===== src/rtl/treino_ctrl.sv =====
// Epoch scheduler for the perceptron trainer: owns w0..w2 and drives the update datapath sample by sample.
// Optional per-epoch error counters are compiled in with `define TREINO_ERRCNT_EN.
module treino_ctrl #(
  parameter int TAM         = 16,
  parameter int NUM_SAMPLES = 4,
  parameter int MAX_EPOCHS  = 32,
  parameter int EW          = 8,
  localparam int SW = (NUM_SAMPLES > 1) ? $clog2(NUM_SAMPLES) : 1,
  localparam int CW = (NUM_SAMPLES > 0) ? $clog2(NUM_SAMPLES + 1) : 1
) (
  input  logic           clk,
  input  logic           reset,
  input  logic           start,
  input  logic           abort,
  input  logic [TAM-1:0] w0_init,
  input  logic [TAM-1:0] w1_init,
  input  logic [TAM-1:0] w2_init,
  output logic           step_req,
  output logic [SW-1:0]  sample_idx,
  input  logic           step_ack,
  input  logic           err,
  input  logic [TAM-1:0] w0_new,
  input  logic [TAM-1:0] w1_new,
  input  logic [TAM-1:0] w2_new,
  output logic [TAM-1:0] w0,
  output logic [TAM-1:0] w1,
  output logic [TAM-1:0] w2,
  output logic           busy,
  output logic           done,
  output logic           converged,
  output logic [EW-1:0]  epoch_count,
`ifdef TREINO_ERRCNT_EN
  output logic [CW-1:0]  err_count,
  output logic [CW-1:0]  last_err_count,
`endif
  output logic [2:0]     state_dbg
);

  localparam logic [2:0] S_IDLE  = 3'd0;
  localparam logic [2:0] S_LOAD  = 3'd1;
  localparam logic [2:0] S_ISSUE = 3'd2;
  localparam logic [2:0] S_WAIT  = 3'd3;
  localparam logic [2:0] S_CHECK = 3'd4;
  localparam logic [2:0] S_DONE  = 3'd5;

  localparam logic [SW-1:0] LAST_IDX  = SW'(NUM_SAMPLES - 1);
  localparam logic [EW-1:0] EPOCH_MAX = EW'(MAX_EPOCHS);

  // Handshake: step_req rises the cycle after ISSUE and stays high until a cycle
  // in which step_ack is sampled high; that cycle transfers w*_new/err, and
  // step_req is low on the following cycle. An ack with step_req low is ignored.

  logic [2:0]     state_q, state_d;
  logic           step_req_q, step_req_d;
  logic [SW-1:0]  sample_idx_q, sample_idx_d;
  logic [TAM-1:0] w0_q, w0_d, w1_q, w1_d, w2_q, w2_d;
  logic           converged_q, converged_d;
  logic           epoch_err_q, epoch_err_d;
  logic [EW-1:0]  epoch_count_q, epoch_count_d;
  logic [EW-1:0]  epoch_inc;
  logic           ack_take;
`ifdef TREINO_ERRCNT_EN
  logic [CW-1:0]  err_count_q, err_count_d;
  logic [CW-1:0]  last_err_count_q, last_err_count_d;
`endif

  assign epoch_inc = epoch_count_q + EW'(1);
  assign ack_take  = step_req_q && step_ack;

  always_comb begin
    state_d       = state_q;
    step_req_d    = step_req_q;
    sample_idx_d  = sample_idx_q;
    w0_d          = w0_q;
    w1_d          = w1_q;
    w2_d          = w2_q;
    converged_d   = converged_q;
    epoch_err_d   = epoch_err_q;
    epoch_count_d = epoch_count_q;
`ifdef TREINO_ERRCNT_EN
    err_count_d      = err_count_q;
    last_err_count_d = last_err_count_q;
`endif
    if (abort) begin
      // Weights and epoch_count are left untouched so an aborted run can be inspected.
      state_d     = S_IDLE;
      step_req_d  = 1'b0;
      converged_d = 1'b0;
    end else begin
      case (state_q)
        S_IDLE, S_DONE: begin
          if (start) begin
            state_d       = S_LOAD;
            epoch_count_d = '0;
            converged_d   = 1'b0;
            sample_idx_d  = '0;
            epoch_err_d   = 1'b0;
          end
        end
        S_LOAD: begin
          w0_d    = w0_init;
          w1_d    = w1_init;
          w2_d    = w2_init;
          state_d = S_ISSUE;
`ifdef TREINO_ERRCNT_EN
          err_count_d      = '0;
          last_err_count_d = '0;
`endif
        end
        S_ISSUE: begin
          step_req_d = 1'b1;
          state_d    = S_WAIT;
        end
        S_WAIT: begin
          if (ack_take) begin
            w0_d        = w0_new;
            w1_d        = w1_new;
            w2_d        = w2_new;
            epoch_err_d = epoch_err_q | err;
            step_req_d  = 1'b0;
`ifdef TREINO_ERRCNT_EN
            if (err) err_count_d = err_count_q + CW'(1);
`endif
            if (sample_idx_q == LAST_IDX) begin
              state_d = S_CHECK;
            end else begin
              sample_idx_d = sample_idx_q + SW'(1);
              state_d      = S_ISSUE;
            end
          end
        end
        S_CHECK: begin
          epoch_count_d = epoch_inc;
`ifdef TREINO_ERRCNT_EN
          last_err_count_d = err_count_q;
`endif
          if (!epoch_err_q) begin
            state_d     = S_DONE;
            converged_d = 1'b1;
          end else if (epoch_inc == EPOCH_MAX) begin
            state_d     = S_DONE;
            converged_d = 1'b0;
          end else begin
            epoch_err_d  = 1'b0;
            sample_idx_d = '0;
            state_d      = S_ISSUE;
`ifdef TREINO_ERRCNT_EN
            err_count_d = '0;
`endif
          end
        end
        default: begin
          state_d    = S_IDLE;
          step_req_d = 1'b0;
        end
      endcase
    end
  end

  always_ff @(posedge clk) begin
    if (reset) begin
      state_q       <= S_IDLE;
      step_req_q    <= 1'b0;
      sample_idx_q  <= '0;
      w0_q          <= '0;
      w1_q          <= '0;
      w2_q          <= '0;
      converged_q   <= 1'b0;
      epoch_err_q   <= 1'b0;
      epoch_count_q <= '0;
`ifdef TREINO_ERRCNT_EN
      err_count_q      <= '0;
      last_err_count_q <= '0;
`endif
    end else begin
      state_q       <= state_d;
      step_req_q    <= step_req_d;
      sample_idx_q  <= sample_idx_d;
      w0_q          <= w0_d;
      w1_q          <= w1_d;
      w2_q          <= w2_d;
      converged_q   <= converged_d;
      epoch_err_q   <= epoch_err_d;
      epoch_count_q <= epoch_count_d;
`ifdef TREINO_ERRCNT_EN
      err_count_q      <= err_count_d;
      last_err_count_q <= last_err_count_d;
`endif
    end
  end

  assign step_req    = step_req_q;
  assign sample_idx  = sample_idx_q;
  assign w0          = w0_q;
  assign w1          = w1_q;
  assign w2          = w2_q;
  assign busy        = (state_q == S_LOAD) || (state_q == S_ISSUE) ||
                       (state_q == S_WAIT) || (state_q == S_CHECK);
  assign done        = (state_q == S_DONE);
  assign converged   = converged_q;
  assign epoch_count = epoch_count_q;
  assign state_dbg   = state_q;
`ifdef TREINO_ERRCNT_EN
  assign err_count      = err_count_q;
  assign last_err_count = last_err_count_q;
`endif

endmodule


===== config.mk =====
export PLATFORM = sky130hd
export DESIGN_NAME = treino_ctrl
export DESIGN_NICKNAME = d
export VERILOG_FILES = /design/src/rtl/treino_ctrl.sv
export SDC_FILE = /design/constraint.sdc
export NUM_CORES = 1
export LEC_CHECK = 0
export CAP_MARGIN = 10
export CORE_UTILIZATION = 39
export DETAILED_ROUTE_END_ITERATION = 10
export PLACE_DENSITY_LB_ADDON = 0.1
export SYNTH_ARGS = -nofsm -noshare
export SYNTH_HDL_FRONTEND = slang
export SYNTH_SLANG_ARGS = --single-unit

===== constraint.sdc =====
create_clock -name clk -period 2.4 [get_ports clk]
set_input_delay 0.24 -clock clk [delete_from_list [all_inputs] [get_ports clk]]
set_output_delay 0.24 -clock clk [all_outputs]
set_load 0.005 [all_outputs]

==> insert_results.sql, run 1 <==
INSERT INTO impl_metrics (metric_group, metric, value, unit) VALUES
('status', 'run_status', 'finished clean', ''),
('yosys', 'yosysSeqAreaShare', '0.4207', ''),
('critical_path', 'cp.required', '2.64', 'ns'),
('timing', 'final_critical_path_required_period', '2.040', 'ns'),
('cells_and_area', 'antenna_cells_inserted', '0', ''),
('critical_path', 'crit_fanout', '60', ''),
('grt', 'global_route.overflow_total', '0', ''),
('timing', 'fin_skew', '0.006777', 'ns'),
('clocking', 'worst_skew_pair.late_latency', '0.33', 'ns'),
('floorplan', 'floorplan.die.height', '90.37', 'um'),
('grt', 'grt_antenna_before_repair', '0', ''),
('clocking', 'clk_pin_slew', '0.07', 'ns'),
('hold_path', 'timing.hold.worst.start', 'reset', ''),
('timing', 'timing_hold_violations_final', '0', ''),
('yosys', 'synthCells', '405', ''),
('power', 'cellLeakagePower', '1.766', 'nW'),
('clocking', 'tritoncts.num_buffers', '9', ''),
('cells_and_area', 'drive_gt1_frac', '0.05882', ''),
('grt', 'grt_pass1_wl', '15300', 'um'),
('cells_and_area', 'layout-area-overhead-vs-synth', '64.54', '%'),
('floorplan', 'floorplan.rows', '31', ''),
('route', 'drc_errors', '0', ''),
('power', 'finalPower', '2.545', 'mW'),
('route', 'drt-vias-per-instance', '5.241', ''),
('hold_path', 'hold_path_class', 'input port to flop', ''),
('route', 'met3RoutedLength', '714', 'um'),
('cells_and_area', 'fin_nets', '661', ''),
('timing', 'maxSlewHeadroom', '0.6161', ''),
('placement', 'placedInstanceArea', '0.004791', 'mm^2'),
('timing', 'setup-tns-final', '0', 'ns'),
('grt', 'track_usage', '0.2320', ''),
('yosys', 'post_synth.cell_area_avg', '7.520', 'um^2'),
('clocking', 'cts.repair.resized', '0', ''),
('route', 'drtIter0Drc', '96', ''),
('timing', 'fin_crit_sh', '0.8499', ''),
('yosys', 'mappedNetlistArea', '0.003045', 'mm^2'),
('timing', 'drv_slew', '0', ''),
('critical_path', 'crit-reg2reg-launch', 'state_dbg[0]', ''),
('clocking', 'tritoncts', 'done', ''),
('clocking', 'cts-htree-levels', '3', ''),
('power', 'max-vdd-ir-drop', '0.4238', 'mV'),
('yosys', 'postSynthRegisterBits', '64', ''),
('route', 'drt-total-wl', '9397', 'um'),
('timing', 'max_slew.worst_pin.slew', '0.5759', 'ns'),
('timing', 'max_freq', '0.4902', 'GHz'),
('yosys', 'synth.lib_cells_used.distinct', '39', ''),
('timing', 'rsz0062_at_grt', 'no', ''),
('route', 'wire_length_the_detailed_router_placed_on_met1', '4037', 'um'),
('route', 'wire_per_inst', '14.24', 'um'),
('route', 'met2WireLength', '4483', 'um'),
('critical_path', 'critPathKind', 'flop to flop', ''),
('timing', 'finalWorstSetupSlack', '0.3602', 'ns'),
('route', 'drtPass1Iterations', '4', ''),
('clocking', 'clock_tree.buffer_depth', '2', ''),
('floorplan', 'design.die.area', '0.008166', 'mm^2'),
('placement', 'preCtsSetupSlack', '0.2844', 'ns'),
('clocking', 'post-cts-setup-buffer-count', '0', ''),
('placement', 'globalplace.congestion', '0.8565', ''),
('floorplan', 'core', '0.007408', 'mm^2'),
('grt', 'via_count_of_the_first_global_routing_pass', '3169', ''),
('timing', 'setup-violations-final', '0', ''),
('floorplan', 'ioPinCount', '167', ''),
('placement', 'io_buffer_count', '166', ''),
('placement', 'place_hpwl', '6629', 'um'),
('cells_and_area', 'finish.instance_area', '0.005011', 'mm^2'),
('critical_path', 'worst_setup_path_end_kind', 'flop', ''),
('route', 'dr_total_vias', '3459', ''),
('floorplan', 'floorplan.initialDensity', '0.4111', ''),
('grt', 'grt_start_max_net_pins', '61', ''),
('clocking', 'hold_buffers', '0', ''),
('clocking', 'cts_num_sinks', '64', ''),
('clocking', 'cts_root_buf', 'clkbuf_8', ''),
('critical_path', 'arrival', '2.28', 'ns'),
('yosys', 'synthesis.nets', '509', ''),
('critical_path', 'startpoint', 'state_dbg[0]', ''),
('route', 'antenna_left', '0', ''),
('yosys', 'synth.yosys.warnings', '0', ''),
('floorplan', 'die_x', '90.37', 'um'),
('job', 'drv_cap', '0', ''),
('critical_path', 'timing.critical_path.from_type', 'flop', ''),
('route', 'maxUsedRoutingLayer', 'met4', ''),
('power', 'power_density', '507.9', 'mW/mm^2');
[cells in the mapped netlist]
cell,count,area [um^2]
nand2_1,103,386.6
dfxtp_1,64,1281
nor2_1,64,240.2
a311oi_1,48,420.4
clkbuf_1,21,78.83
a21oi_1,20,100.1
buf_2,16,80.08
nor3_1,9,45.04
o21ai_0,8,40.04
nand3_1,7,35.03
inv_1,4,15.01
or3_1,4,25.02
a31oi_1,3,18.77
nand4_1,3,18.77
nor3b_1,3,22.52
and3_1,2,12.51
ha_1,2,25.02
or4_1,2,15.01
xnor2_1,2,17.52
a211o_1,1,8.760
a211oi_1,1,7.510
a2bb2oi_1,1,8.760
a31o_2,1,8.760
a32o_1,1,10.01
and2_1,1,6.260
and3b_1,1,8.760
mux2_2,1,11.26
nand2b_1,1,6.260
nor2b_1,1,6.260
nor3b_2,1,12.51
nor4_1,1,6.260
o2111ai_1,1,8.760
o211ai_1,1,7.510
o2bb2ai_1,1,8.760
o31a_1,1,8.760
o31ai_1,1,7.510
or2_2,1,6.260
or3b_1,1,8.760
or4b_1,1,10.01
[metrics by stage]
step	util	hold WS, ns	std cells
floorplan	-	0.3990	405
global placement	0.6467	0.4822	645
CTS	0.6764	0.3702	660
detailed placement	0.6467	0.4920	645
global route	0.6764	0.4076	660
finish	0.6764	0.3864	660
[logic make-up (layout without fill, tap and decap cells)]
group | after synthesis | count (layout) | synth area share
flops | 64 | 64 | 0.4207
fa+ha+maj | 2 | 2 | 0.008216
simple gates | 206 | 206 | 0.2864
compound gates | 89 | 89 | 0.2182
mux | 1 | 1 | 0.003697
buf+inv | 41 | 197 | 0.05711
xor+xnor | 2 | 2 | 0.005753
[layout make-up]
| type | instances | area (um^2) |
|---|---|---|
| clock buffers | 12 | 155.1 |
| well taps | 99 | 123.9 |
| multi-input cells | 300 | 1599 |
| flip-flops and latches | 64 | 1281 |
| clock inverters | 3 | 65.06 |
| inverters | 4 | 15.01 |
| repair buffers | 178 | 1772 |
| fillers | 637 | 2397 |
[worst paths after layout]
check	to	slack (ns)	cells after the start
worst min-delay path	epoch_count[3]	0.39	2
worst min register to register	w0[7]	0.50	2
worst max register to register	w2[2]	0.36	6
worst max-delay path	w2[2]	0.36	6
[cells in the final DEF (no fill, tap or decap), types with 2 or more instances in the layout]
cell and count:
buf_4 10, or3_1 3, nor3_1 9, dfxtp_1 64, a21oi_1 20, nor3b_1 3
clkbuf_8 11, xnor2_1 2, a311oi_1 48, bufinv_16 2, nand3_1 7, nand2_1 103
nor2_1 64, or4_1 2, inv_1 4, o21ai_0 8, clkdlybuf4s50_1 165, a31oi_1 3
ha_1 2, buf_12 2, and3_1 2, nand4_1 3
[report_power, final]
part | switching (mW) | internal (mW)
logic | 0.133 | 0.256
clock network | 0.401 | 0.635
registers | 0.0221 | 1.10
total | 0.556 | 1.99
[critical path, stage by stage (launching register included)]
cell and delay, ns:
dfxtp_1 0.58, inv_1 0.14, a21oi_1 0.21, nor3b_4 0.35, buf_12 0.30, nor2_1 0.08, a311oi_1 0.26
[per-layer routing]
metal / global-route usage / vias to the layer above
met5: 0 / -
met4: 0.09274 / 0
met3: 0.07071 / 12
met2: 0.3849 / 109
met1: 0.2796 / 1605
li1: - / 1733
[state kept, by name, indices dropped and copies added (netlist names)]
register     cells
converged        1
epoch_count      8
epoch_err_q      1
sample_idx       2
state_dbg        3
step_req         1
w0              16
w1              16
w2              16
(Power assumes the default switching activity.)
==> run 2: changes to the inputs <==
==> constraint.sdc (replaced) <==
create_clock -name clk -period 2.11 [get_ports clk]
set_input_delay 0.211 -clock clk [delete_from_list [all_inputs] [get_ports clk]]
set_output_delay 0.211 -clock clk [all_outputs]
set_load 0.005 [all_outputs]
==> run 2 against run 1 <==
  * Critical path depth decreased by 1
  * Cell count increased by 0.45%
  * Maximum frequency increased by 4.1%
  * Non-clock buffer count increased by 3
  * Register-to-register slack got worse by 0.21 ns
  * Highest routed layer unchanged
  * Combinational power increased by 14%
  * Largest cell class unchanged
  * Clock-buffer cell count decreased by 2
  * Global-route usage decreased by 1.1 points
  * Critical path type unchanged
  * Via count decreased by 0.40%
  * First-iteration DRC count increased by 35%
  * Worst setup slack got worse by 0.21 ns
==> insert_results.sql, run 2 (synthesis results as in run 1) <==
INSERT INTO impl_metrics (metric_group, metric, value, unit) VALUES
('status', 'run_status', 'finished clean', ''),
('timing', 'fin_skew', '0.007360', 'ns'),
('floorplan', 'core', '0.007408', 'mm^2'),
('grt', 'global_route.overflow_total', '0', ''),
('cells_and_area', 'final_cell_mix', 'clkdlybuf4s50_1 (165), nand2_1 (103), nor2_1 (64), dfxtp_1 (64), a311oi_1 (48)', ''),
('floorplan', 'floorplan.initialDensity', '0.4111', ''),
('floorplan', 'design.die.area', '0.008166', 'mm^2'),
('timing', 'final_critical_path_required_period', '1.960', 'ns'),
('cells_and_area', 'layout-area-overhead-vs-synth', '64.05', '%'),
('route', 'drtIter0Drc', '130', ''),
('route', 'drt-vias-per-instance', '5.196', ''),
('power', 'power_density', '552.3', 'mW/mm^2'),
('power', 'max-vdd-ir-drop', '0.2898', 'mV'),
('placement', 'place_hpwl', '6462', 'um'),
('floorplan', 'ioPinCount', '167', ''),
('cells_and_area', 'fin_util', '0.6744', ''),
('timing', 'setup-violations-final', '0', ''),
('grt', 'grt_antenna_before_repair', '0', ''),
('clocking', 'cts_num_sinks', '64', ''),
('grt', 'grt_pass1_wl', '14790', 'um'),
('clocking', 'tritoncts', 'done', ''),
('placement', 'globalplace.congestion', '0.8566', ''),
('critical_path', 'critPathKind', 'flop to flop', ''),
('route', 'antenna_left', '0', ''),
('clocking', 'cts-htree-levels', '3', ''),
('clocking', 'post-cts-setup-buffer-count', '0', ''),
('timing', 'fin_crit_sh', '0.9289', ''),
('timing', 'timing_hold_violations_final', '0', ''),
('timing', 'max_slew.worst_pin.slew', '0.4609', 'ns'),
('clocking', 'cts.repair.resized', '0', ''),
('power', 'cellLeakagePower', '1.757', 'nW'),
('placement', 'dp.cells', '648', ''),
('grt', 'grtUsageMet1', '0.2608', ''),
('critical_path', 'worst_setup_path_end_kind', 'flop', ''),
('clocking', 'tritoncts.num_buffers', '9', ''),
('clocking', 'clk_pin_slew', '0.07', 'ns'),
('floorplan', 'floorplan.die.height', '90.37', 'um'),
('critical_path', 'timing.critical_path.from_type', 'flop', ''),
('cells_and_area', 'antenna_cells_inserted', '0', ''),
('hold_path', 'hold_path_class', 'input port to flop', ''),
('route', 'drtPass1Iterations', '4', ''),
('critical_path', 'crit-reg2reg-launch', 'state_dbg[1]', ''),
('clocking', 'cts_root_buf', 'clkbuf_8', ''),
('power', 'finalPower', '2.759', 'mW'),
('timing', 'setup-tns-final', '0', 'ns'),
('critical_path', 'startpoint', 'state_dbg[1]', ''),
('cells_and_area', 'leading_cell_type_in_the_layout_fill_and_taps_excluded', 'clkdlybuf4s50_1', ''),
('critical_path', 'r2r_cell_count', '5', ''),
('critical_path', 'cp.required', '2.33', 'ns'),
('critical_path', 'reg2reg_to', 'sample_idx[0]', ''),
('grt', 'grt_start_max_net_pins', '87', ''),
('clocking', 'worst_skew_pair.late_latency', '0.33', 'ns'),
('cells_and_area', 'fin_nets', '664', ''),
('grt', 'global_route.usage.met3', '0.07576', ''),
('grt', 'track_usage', '0.2213', ''),
('timing', 'max_freq', '0.5102', 'GHz'),
('grt', 'top_usage_layer', 'met2', ''),
('cells_and_area', 'final-instance-count-excl-fill', '663', ''),
('route', 'dr_total_vias', '3445', ''),
('timing', 'hold_ws', '0.2060', 'ns'),
('critical_path', 'crit_path_top_delay_cell', 'dfxtp_1', ''),
('route', 'drt-total-wl', '9020', 'um'),
('critical_path', 'cp_cell_sequence', 'inv_1, a31oi_1, a21oi_1, nand3_1, mux2_2', ''),
('critical_path', 'crit_fanout', '15', ''),
('critical_path', 'regToRegSetupSlack', '0.15', 'ns'),
('job', 'drv_cap', '0', ''),
('placement', 'io_buffer_count', '166', ''),
('route', 'drc_errors', '0', ''),
('floorplan', 'floorplan.rows', '31', ''),
('critical_path', 'arrival', '2.18', 'ns'),
('clocking', 'clock_tree.buffer_depth', '2', ''),
('clocking', 'hold_buffers', '0', ''),
('cells_and_area', 'fill_cells', '631', ''),
('grt', 'via_count_of_the_first_global_routing_pass', '3136', ''),
('route', 'wire_per_inst', '13.60', 'um'),
('critical_path', 'critical-path-max-stage-delay', '0.61', 'ns'),
('critical_path', 'worstSetupEndpoint', 'sample_idx[0]', ''),
('timing', 'rsz0062_at_grt', 'no', ''),
('grt', 'globalRouteMet2Util', '0.3740', ''),
('timing', 'drv_slew', '0', ''),
('timing', 'maxSlewHeadroom', '0.6923', ''),
('cells_and_area', 'drive_gt1_frac', '0.06560', ''),
('floorplan', 'die_x', '90.37', 'um');
==> run 2: changes by cell type in the layout (fill, tap and decap cells not counted) <==
cell	delta
buf_12	-1
clkbuf_1	-1
clkinvlp_4	+3
bufinv_16	-1
clkbuf_8	-1
buf_4	+4
==> run 2: power by group <==
group | total [mW] | switching [mW] | internal (mW)
Clock | 1.05 | 0.477 | 0.569
Sequential | 1.27 | 0.0234 | 1.25
Combinational | 0.441 | 0.149 | 0.291
==> run 2: worst min path at each step <==
stage / from / to / slack, ns / depth (start not counted)
2_1_floorplan: w0_new[0] / w0[0] / 0.37 / 2
3_3_place_gp: w0[15] / w0[15] / 0.48 / 2
3_5_place_dp: w0[9] / w0[9] / 0.49 / 2
4_1_cts: reset / epoch_count[6] / 0.19 / 2
5_1_grt: reset / epoch_count[7] / 0.21 / 2
6_report: reset / epoch_count[7] / 0.21 / 2
==> run 2: final cells by class <==
class | instances | area (um^2) | area share
repair buffers | 181 | 1782 | 0.3566
multi-input cells | 300 | 1599 | 0.3201
flip-flops and latches | 64 | 1281 | 0.2564
clock buffers | 10 | 137.6 | 0.02755
well taps | 99 | 123.9 | 0.02479
clock inverters | 5 | 57.56 | 0.01152
inverters | 4 | 15.01 | 0.003005
==> run 2: layer usage <==
layer / vias to the layer above / wire length, um
met1: 1576 / 3667
met2: 115 / 4520
met3: 11 / 717
met4: 0 / 114
li1: 1743 / -
met5: - / 0
==> run 2: per-stage QoR <==
stage	worst slack [ns]	cell area [um^2]
finish	0.1500	4996
global route	0.007613	4996
CTS	0.1575	4996
detailed placement	0.01331	4801
global placement	0.07245	4801
floorplan	0.3915	3045
==> run 2: worst max-delay path: cells and delay by family, from the launching register on <==
kind / cells / cell delay, ns
simple gates: 1 / 0.16
compound gates: 2 / 0.58
flops: 1 / 0.61
mux: 1 / 0.34
buf+inv: 1 / 0.17
==> edit 1: new RTL, config.mk and constraints of run 2 <==
Put one more register stage on the output `epoch_count`. The value now appears one clock later. The other outputs are not delayed to match.
--- a/src/rtl/treino_ctrl.sv
+++ b/src/rtl/treino_ctrl.sv
@@ -200,3 +200,5 @@
   assign converged   = converged_q;
-  assign epoch_count = epoch_count_q;
+  always_ff @(posedge clk) begin
+    epoch_count <= epoch_count_q;
+  end
   assign state_dbg   = state_q;
Behaviour: same outputs for any inputs over 10 cycles, from zero or initial values and one cycle with reset high; that may be too few to reach the edited logic, so the function may still have changed.
==> edit 1 against run 2 <==
  * Sequential cell count up 8
  * Worst hold slack better by 0.12 ns
  * Sequential share of layout area grew 1.7 points
  * Clock power up 16%
  * Final area grew 5.8%
  * Worst setup slack got worse by 0.068 ns
  * Sequential power increased by 11%
  * Area after synthesis rose by 4.7%
  * Wire length increased by 6.5%
  * Total power rose by 11%
  * Critical path type unchanged
  * Critical endpoint unchanged
  * Largest power group unchanged
  * Highest routed layer unchanged
==> edit 1: results (changes against run 2) <==
[detailed_routing]
ant_nets=0  ; unchanged
first_pass_iters=5  ; was 4
wl_per_cell_um=14.1  ; was 13.6 um
vias_per_cell=5.20  ; about the same
drt-initial-drc-count=220  ; was 130
drcViolationCount=0  ; unchanged

[global_routing]
grt_pass1_vias=3287  ; was 3,136
track_usage_pct=22.9  ; was 22.1%
antenna_found_initial=0  ; unchanged
grt_max_degree=63  ; was 87
grt_pass1_wl_um=15600  ; was 14,800 um

[synth]
async_flop_share_pct=0  ; unchanged
synth_warnings=0  ; unchanged
ys.flop_type=dfxtp_1  ; unchanged
ys_seq_area_share_pct=45.2  ; was 42.1%
syn_nets=509  ; unchanged
synth.area.top_cells=dfxtp_1, a311oi_1, nand2_1  ; unchanged
synth.distinct_cells=37  ; was 39
synth_top_cells_by_count=nand2_1, dfxtp_1, nor2_1, a311oi_1, clkbuf_1  ; unchanged

[worst_setup_path]
regToRegSetupSlack_ns=0.08  ; was 0.15 ns
critPathMaxFanout=8  ; was 15
cpMaxStageDelayCell=or4b_4  ; was dfxtp_1
arrival_ns=2.27  ; was 2.18 ns
regToRegEndpoint=sample_idx[0]  ; unchanged
worstRegToRegCells=7  ; was 5
cpPeakStageDelay_ns=0.50  ; was 0.61 ns
crit-reg2reg-launch=epoch_count_q[0]  ; was state_dbg[1]
crit_family=simple AND/OR/NAND/NOR gates  ; was flip-flops
startpoint=epoch_count_q[0]  ; was state_dbg[1]
crit_type=register to register  ; unchanged

[place]
hpwl_um=6840  ; was 6460 um
io_buffers=166  ; unchanged
place_congestion=0.929  ; was 0.857

[layout]
diodes=0  ; unchanged
nNetsFinal=677  ; was 664
layout-drive-gt1-share_pct=8.65  ; was 6.56%
fill_cells=656  ; was 631

[power_and_ir_drop]
internal_power_mw=2.37  ; was 2.11 mW
leakage_nw=1.91  ; was 1.76 nW
ir_drop_uv=379  ; was 290 uV

[hold_path]
hp-class=input port to register  ; unchanged

[clocking]
clk_pin_slew_ns=0.08
ctsLongestPathBuffers=2  ; unchanged
numCtsBuffers=9  ; unchanged
cts_htree_levels=3  ; unchanged
clock_latency_ns=0.35  ; was 0.33 ns
clockRootBuffer=clkbuf_8  ; unchanged

[run_status]
status=complete, no violations  ; unchanged

[timing]
slew_headroom_pct=64.4  ; was 69.2%
skew_ns=0.0105  ; was 0.00736 ns

edit 1: cells by family (layout without fill, tap and decap cells):
group / count (synthesis) / count (layout) / share of synthesized area [%]
buffers and inverters: 35 / 208 / 4.28
XOR/XNOR: 2 / 2 / 0.550
adder cells (fa/ha/maj): 2 / 2 / 0.785
AND/OR/NAND/NOR: 202 / 202 / 26.6
flip-flops: 72 / 72 / 45.2
multiplexers: 3 / 3 / 1.10
AO/OA/AOI/OAI: 89 / 89 / 21.5
edit 1: worst min path at each step:
| stage | depth (start not counted) | endpoint | from | slack, ns |
|---|---|---|---|---|
| finish | 2 | epoch_count_q[5] | reset | 0.33 |
| global route | 2 | epoch_count_q[0] | reset | 0.35 |
| CTS | 2 | epoch_count_q[0] | reset | 0.32 |
| detailed placement | 0 | epoch_count[7] | epoch_count_q[7] | 0.38 |
| global placement | 0 | epoch_count[7] | epoch_count_q[7] | 0.38 |
| floorplan | 0 | epoch_count[7] | epoch_count_q[7] | 0.36 |
edit 1: metrics by stage:
| step | setup TNS, ns | setup slack (ns) | utilization [%] | std cells | instance area, um2 |
|---|---|---|---|---|---|
| 4_1_cts | 0 | 0.0528 | 67.5 | 680 | 5270 |
| 5_1_grt | -0.000902 | -0.000902 | 67.7 | 680 | 5290 |
| 3_5_place_dp | 0 | 0.0428 | 64.7 | 664 | 5050 |
| 3_3_place_gp | 0 | 0.0895 | 64.7 | 664 | 5050 |
| 6_report | 0 | 0.0824 | 67.7 | 680 | 5290 |
| 2_1_floorplan | 0 | 0.00416 | - | 405 | 3190 |
edit 1: layout make-up:
class	instances	share of cell area, %
clock inverter	5	1.51
multi-input combinational	298	30.7
clock buffer	11	2.67
timing repair buffer	191	35.3
inverter	1	0.0710
tap	102	2.41
sequential	72	27.3
edit 1: what timing repair did:
action,in CTS,in global routing
setup endpoints to repair,0,3
hold endpoints to repair,0,0
resized for setup,0,4
setup buffers,0,0
edit 1: per-layer routing:
layer | vias to the layer above | part of all wire [%] | global-route usage (%)
li1 | 1758 | - | -
met1 | 1599 | 42 | 28.5
met2 | 165 | 46 | 35.7
met3 | 16 | 9.9 | 8.62
met4 | 0 | 1.8 | 8.59
met5 | - | 0 | 0
edit 1: power groups by stage:
stage | Clock, mW | Combinational [mW] | Sequential, mW
3_3_place_gp | 0 | 0.416 | 1.44
3_5_place_dp | 0 | 0.419 | 1.45
5_1_grt | 1.32 | 0.457 | 1.42
4_1_cts | 1.24 | 0.422 | 1.41
6_report | 1.22 | 0.420 | 1.41
2_1_floorplan | 0 | 0.125 | 1.45
==> edit 2: new RTL, config.mk and constraints of run 2 <==
Without the edit above. Add a define of `TREINO_ERRCNT_EN`.
--- a/src/rtl/treino_ctrl.sv
+++ b/src/rtl/treino_ctrl.sv
@@ -2,2 +2,4 @@
 // Optional per-epoch error counters are compiled in with `define TREINO_ERRCNT_EN.
+`define TREINO_ERRCNT_EN
+
 module treino_ctrl #(
Check against the original RTL (old outputs only; new: err_count and last_err_count): equivalent (Yosys induction, for registers that start in step).
==> edit 2 against run 2 <==
  * Total power is 0.49% higher
  * Synthesized cell count is 5.4% higher
  * Sequential cell count increased by 6
  * Non-clock buffer count is 9 higher
  * Count of clock-buffer cells in the layout grew 4
  * Highest routed layer unchanged
  * Worst setup slack lost 0.028 ns
  * Worst hold slack improved by 0.12 ns
  * Final cell count increased by 5.7%
  * Area after synthesis rose by 8.0%
  * Wire length rose by 15%
  * Final area rose by 7.1%
  * Via count increased by 8.0%
==> edit 2: results (changes against run 2) <==
[synth]
yosys-mux-area-fraction_pct=0  ; was 0.370%
synth.area.top_cells=dfxtp_1, a311oi_1, nand2_1  ; unchanged
synth_cells=427  ; was 405
synth_top_cells_by_count=nand2_1, dfxtp_1, nor2_1, a311oi_1, clkbuf_1  ; unchanged
synth-xor-area-share_pct=1.07  ; was 0.575%
synth.distinct_cells=38  ; was 39

[worst_setup_path]
crit_type=register to output pin  ; was register to register
crit-reg2reg-launch=state_dbg[0]  ; was state_dbg[1]
cp-endpoint=done  ; was sample_idx[0]
regToRegSetupSlack_ns=0.23  ; was 0.15 ns

[place]
pre_cts_ws_ns=0.143  ; was 0.0133 ns
io_buffers=172  ; was 166
hpwl_um=7350  ; was 6460 um

[timing]
skew_ns=0.00373  ; was 0.00736 ns
holdWs_ns=0.324  ; was 0.206 ns

[detailed_routing]
wl_um=10400  ; was 9020 um
route.met2.wl_um=4840  ; was 4520 um
wl_per_cell_um=14.8  ; was 13.6 um

[run_status]
status=complete, no violations  ; unchanged

[power_and_ir_drop]
p_seq_share_pct=49.7  ; was 46.1%
sw_frac_of_total_pct=23.4  ; was 23.5%
ir_drop_uv=306  ; was 290 uV
leakage_nw=1.90  ; was 1.76 nW

[global_routing]
track_usage_pct=22.8  ; was 22.1%
grt_pass1_wl_um=15800  ; was 14,800 um
grt_use_met3_pct=7.20  ; was 7.58%
grt_max_degree=49  ; was 87

[hold_path]
hold-path-endpoint=epoch_count[0]  ; was epoch_count[7]

## edit 2: cell types whose count changed in the layout (fill, tap and decap cells not counted), sizes merged, moves of 3 or more
cell	change
a21oi	-8
a22o	+3
buf	+3
clkbuf	+4
clkdlybuf4s50	+6
clkinvlp	-3
dfxtp	+6
nand2b	+5
nor2	+6
nor3	-4
nor3b	-4
o21ai	+7
## edit 2: worst max-delay path, cell delays in order, from the launching register on
cell and delay [ns]:
dfxtp_1 0.50, buf_4 0.22, inv_1 0.09, nor2_1 0.12, clkdlybuf4s50_1 0.51
## edit 2: final cells by class
| type | count | area (um2) |
|---|---|---|
| timing repair buffer | 190 | 1910 |
| sequential | 70 | 1400 |
| inverter | 5 | 18.8 |
| fill | 718 | 2830 |
| multi-input combinational | 316 | 1720 |
| clock buffer | 14 | 163 |
| clock inverter | 1 | 5.00 |
| tap | 105 | 131 |
